**src/rtl/vga_frame_capture.sv**
```systemverilog
// vga_frame_capture: captures one requested VGA frame into a frame-buffer write port and checks its geometry
module vga_frame_capture #(
  parameter int H_ACTIVE = 640,
  parameter int V_ACTIVE = 480,
  parameter int ADDR_W   = 19,
  parameter int DATA_W   = 24
) (
  input  logic              vga_clk,
  input  logic              reset,
  input  logic              HS,
  input  logic              VS,
  input  logic              blank_n,
  input  logic [7:0]        r_data,
  input  logic [7:0]        g_data,
  input  logic [7:0]        b_data,
  input  logic              capture_req,
  output logic              capture_busy,
  output logic              capture_done,
  output logic              wr_en,
  output logic [ADDR_W-1:0] wr_addr,
  output logic [DATA_W-1:0] wr_data,
  output logic [2:0]        err
);
  localparam logic [ADDR_W:0] PIX_N = (ADDR_W+1)'(H_ACTIVE*V_ACTIVE);
  localparam int HS_W = $clog2(2*H_ACTIVE+1);
  localparam logic [HS_W-1:0] HS_MAX = HS_W'(2*H_ACTIVE);
  typedef enum logic [1:0] {IDLE, ARMED, CAPTURE, DONE} state_t;
  state_t state, state_nx;
  logic hs_q, vs_q, vs_p, bl_q, bl_p;
  logic [DATA_W-1:0] rgb_q;
  logic [10:0] col_cnt;
  logic [9:0] line_cnt;
  logic [ADDR_W:0] pix_cnt;
  logic [HS_W-1:0] hs_cnt;
  logic vs_fall, bl_fall, start, cap, pix_ok;
  assign vs_fall = vs_p & ~vs_q;
  assign bl_fall = bl_p & ~bl_q;
  assign start   = state == IDLE && capture_req;
  assign cap     = state == CAPTURE;
  assign pix_ok  = pix_cnt != PIX_N;
  always_ff @(posedge vga_clk or posedge reset)
    if (reset) begin
      hs_q  <= 1'b1;
      vs_q  <= 1'b0;
      vs_p  <= 1'b0;
      bl_q  <= 1'b0;
      bl_p  <= 1'b0;
      rgb_q <= '0;
    end else begin
      hs_q  <= HS;
      vs_q  <= VS;
      vs_p  <= vs_q;
      bl_q  <= blank_n;
      bl_p  <= bl_q;
      rgb_q <= DATA_W'({r_data, g_data, b_data});
    end
  always_ff @(posedge vga_clk or posedge reset)
    if (reset) state <= IDLE;
    else state <= state_nx;
  always_comb begin
    state_nx = state;
    case (state)
      IDLE:    state_nx = capture_req ? ARMED : IDLE;
      ARMED:   state_nx = vs_fall ? CAPTURE : ARMED;
      CAPTURE: state_nx = vs_fall ? DONE : CAPTURE;
      default: state_nx = IDLE;
    endcase
  end
  always_comb begin
    capture_busy = state == ARMED || state == CAPTURE;
    capture_done = state == DONE;
  end
  // counters saturate instead of wrapping; pixel writes stop at a full frame
  always_ff @(posedge vga_clk or posedge reset)
    if (reset) begin
      wr_en    <= 1'b0;
      wr_addr  <= '0;
      wr_data  <= '0;
      err      <= '0;
      col_cnt  <= '0;
      line_cnt <= '0;
      pix_cnt  <= '0;
      hs_cnt   <= '0;
    end else begin
      wr_en <= cap && bl_q && pix_ok;
      if (start) begin
        err      <= '0;
        col_cnt  <= '0;
        line_cnt <= '0;
        pix_cnt  <= '0;
        hs_cnt   <= '0;
      end else if (cap) begin
        if (bl_q && pix_ok) begin
          wr_addr <= pix_cnt[ADDR_W-1:0];
          wr_data <= rgb_q;
          pix_cnt <= pix_cnt + 1'b1;
          col_cnt <= col_cnt + 11'(~&col_cnt);
        end
        if (bl_q && !pix_ok) err[2] <= 1'b1;
        if (bl_fall) begin
          if (col_cnt != 11'(H_ACTIVE)) err[0] <= 1'b1;
          line_cnt <= line_cnt + 10'(~&line_cnt);
          col_cnt  <= '0;
        end
        hs_cnt <= hs_q ? '0 : hs_cnt + HS_W'(hs_cnt != HS_MAX);
        if (!hs_q && hs_cnt == HS_MAX) err[1] <= 1'b1;
        if (vs_fall && (line_cnt != 10'(V_ACTIVE) || pix_ok || bl_q || bl_fall)) err[1] <= 1'b1;
      end
    end
endmodule

```
**config.mk**
```make
export PLATFORM = sky130hd
export DESIGN_NAME = vga_frame_capture
export DESIGN_NICKNAME = d
export VERILOG_FILES = /design/src/rtl/vga_frame_capture.sv
export SDC_FILE = /design/constraint.sdc
export NUM_CORES = 1
export LEC_CHECK = 0
export ABC_AREA = 1
export CAP_MARGIN = 20
export CORE_MARGIN = 4
export CORE_UTILIZATION = 50
export DETAILED_ROUTE_END_ITERATION = 12
export GPL_ROUTABILITY_DRIVEN = 0
export PLACE_DENSITY = 0.86
export SLEW_MARGIN = 20
export SYNTH_ARGS = -nofsm -noshare
export SYNTH_HDL_FRONTEND = slang
export SYNTH_SLANG_ARGS = --single-unit
```
**constraint.sdc**
```tcl
create_clock -name vga_clk -period 3.8 [get_ports vga_clk]
set_input_delay 0.38 -clock vga_clk [delete_from_list [all_inputs] [get_ports vga_clk]]
set_output_delay 0.38 -clock vga_clk [all_outputs]
set_load 0.005 [all_outputs]
```
==> metrics.md <==
| Metric | Value |
|---|---|
| RSZ-0062 raised after global routing | `false` |
| DRC viols | `0` |
| Die area | `14600 um^2` |
| Yosys warnings | `0` |
| Post-synthesis register bit count | `130` |
| Cells after synthesis | `744` |
| Power Total | `0.00519 W` |
| Worst Path Required | `4.10 ns` |
| DR iter-0 viols | `397` |
| Max-Slew Margin vs Limit | `47.0%` |
| Top cells by area, synth | `dfrtp_1 (51%), nand2_1 (9.8%), inv_1 (5.8%)` |
| Core footprint | `12300 um^2` |
| Total of max-cap violations | `0` |
| Antenna diodes | `0` |
| Period utilization | `66.4%` |
| Detailed placer's ending HPWL | `9.69 mm` |
| Clk slew on worst S/H paths | `0.06 ns` |
| Layout cell share with drive strength beyond 1 | `15.2%` |
| CTS Sinks | `130` |
| Skew-Pair Late Insertion Delay | `0.42 ns` |
| Clk_skew | `0.00729 ns` |
| FF-to-FF End | `wr_addr[16]$_DFFE_PP0P_` |
| Hold Violations, Final | `0` |
| I/O Buffers | `78` |
| Minimum clock period | `2.52 ns` |
| Final setup vio count | `0` |
| Yosys top cell area share | `50.6%` |
| Critical Path AT | `2.82 ns` |
| Status | `complete, no violations` |
| Worst-path fanout max | `51` |
| Synth cell types | `37` |
| Wire length per cell | `13.5 um` |
| Die Width | `121 um` |
| Commonest cells after routing, fill and taps aside | `nand2_1 (167), dfrtp_1 (129), inv_1 (98), nor2_1 (88), clkdlybuf4s50_1 (78)` |
| Initial Util | `52.0%` |
| Hold_buf cts | `0` |
| Pwr Density | `661 nW/um^2` |
| Flop2flop setup slack | `1.28 ns` |
| FP Rows | `40` |
| Reg-to-Reg Start | `pix_cnt[0]$_DFFE_PP0P_` |
| Setup_tns | `0 ns` |
| TritonRoute pass-1 iters | `5` |
| Layout Nets | `877` |
| # Post-CTS Setup Buffers | `0` |
| Number of vias per cell | `5.07` |
| Detailed Route WL | `13.7 mm` |
| GRT Residual Overflow | `0` |
| WS Path Type | `flop to flop` |
| Syn Area/Cell | `8.57 um^2` |
| Number of global-route vias before repair | `4843` |
| Sequential share of the synthesized area | `51.1%` |
| Remaining antenna violation count after routing | `0` |
| CP endpoint kind | `flop` |
| Slew Limit Fails | `0` |
| Synth area leader | `dfrtp_1` |
| Clock root buffer | `clkbuf_16` |
| P&R area growth vs syn | `23.3%` |
| FMAX | `396 MHz` |
| Largest net degree at the start of global routing | `52` |
| R2R cell count | `9` |
| Ports | `79` |
| Syn Std Cell Area | `6370 um^2` |
| Num CTS Buffers | `17` |
| Setup crit start kind | `flop` |
| Via Count | `5126` |
| All-layer global routing usage | `19.7%` |
| Number of antenna violations at the first check in global routing | `0` |
| CTS tree | `yes` |
| H-tree levels | `4` |
| Slew at the pin closest to its max-slew limit | `0.795 ns` |
| Syn_nets | `788` |
| Worst min-delay path class | `primary input to asynchronous set/reset pin` |
| Leak pwr | `3.63 nW` |
| Commonest non-fill, non-tap cell in the layout | `nand2_1` |
| # resized after CTS | `0` |
| Max Root-Sink Buffers | `2` |
| First-pass GRT wire length | `22.9 mm` |
| Worst vdd ir | `0.000454 V` |
| Die Y | `121 um` |
[stage by stage]
stage	worst slack (ns)	hold WS [ns]	instances	utilization [%]	instance area, um^2
finish	1.28	0.367	1011	64.1	7860
global route	1.08	0.370	1011	64.1	7860
CTS	1.29	0.357	1010	63.9	7840
detailed placement	1.21	0.370	981	59.4	7280
global placement	1.28	0.363	981	59.4	7280
floorplan	1.81	0.354	744	-	6380
[area by class of cell]
cell class | count | area, um^2
clock inverter | 11 | 115
tap | 168 | 210
fill | 980 | 4410
sequential | 130 | 3250
timing repair buffer | 84 | 851
clock buffer | 18 | 439
multi-input combinational | 494 | 2580
inverter | 106 | 402
[metal layers]
layer | share of wire (%) | vias up | global-route usage (%) | wire length (um)
li1 | - | 2524 | - | -
met1 | 46 | 2405 | 27.0 | 6280
met2 | 46 | 175 | 30.4 | 6220
met3 | 6.5 | 22 | 5.50 | 887
met4 | 1.9 | 0 | 6.66 | 259
met5 | 0 | - | 0 | 0
[where the power goes]
group	internal [W]	switching [W]	leakage, nW
Sequential	0.00171	0.000281	1.69
Clock	0.000964	0.000572	0.277
Combinational	0.000766	0.000903	1.67
[kinds of logic (layout without fill, tap and decap cells)]
group | count (synthesis) | count (layout) | synth area share, %
AO/OA/AOI/OAI | 89 | 89 | 9.40
XOR/XNOR | 10 | 10 | 1.37
buffers and inverters | 120 | 219 | 8.38
flip-flops | 130 | 130 | 51.1
adder cells (fa/ha/maj) | 14 | 14 | 2.75
AND/OR/NAND/NOR | 381 | 381 | 27.0
[cells in the mapped netlist, drive strengths merged]
cell type and number:
a31oi 1, nand4 7, nor4 6, inv 106
o21a 2, nor3 12, nand2 202, xnor2 1
and2 1, buf 10, o21bai 1, and3 1
nor2 95, dfstp 1, dfrtp 129, o22ai 2
nand3 53, o21ai 66, xor2 9, a21oi 17
nor3b 2, or2 1, nand3b 1, clkbuf 4
ha 14
[state kept, by name, summed over array words and instances, names as in the netlist, 2 cells and up]
signal    cells
wr_data      24
rgb_q        24
hs_cnt       11
col_cnt      11
err           3
state         2
wr_addr      19
pix_cnt      20
line_cnt     10
[worst max-delay path: stages (launching register included)]
cell	delay (ns)
dfrtp_1	0.45
inv_1	0.13
ha_1	0.23
nand3_1	0.11
nor2_1	0.08
nand3_4	0.14
nand3_4	0.59
buf_4	0.51
nand2_2	0.11
o21ai_2	0.05
[how the worst max path moves through the flow]
stage | from | to | slack, ns | cells after the start
3_3_place_gp | capture_req | col_cnt[2]$_DFFE_PP0P_ | 1.28 | 9
5_1_grt | state[1]$_DFF_PP0_ | line_cnt[7]$_DFFE_PP0P_ | 1.08 | 10
3_5_place_dp | capture_req | line_cnt[5]$_DFFE_PP0P_ | 1.21 | 9
2_1_floorplan | reset | bl_p$_DFF_PP0_ | 1.81 | 1
4_1_cts | pix_cnt[0]$_DFFE_PP0P_ | wr_addr[16]$_DFFE_PP0P_ | 1.29 | 9
6_report | pix_cnt[0]$_DFFE_PP0P_ | wr_addr[16]$_DFFE_PP0P_ | 1.28 | 9
(Power assumes the default switching activity.)
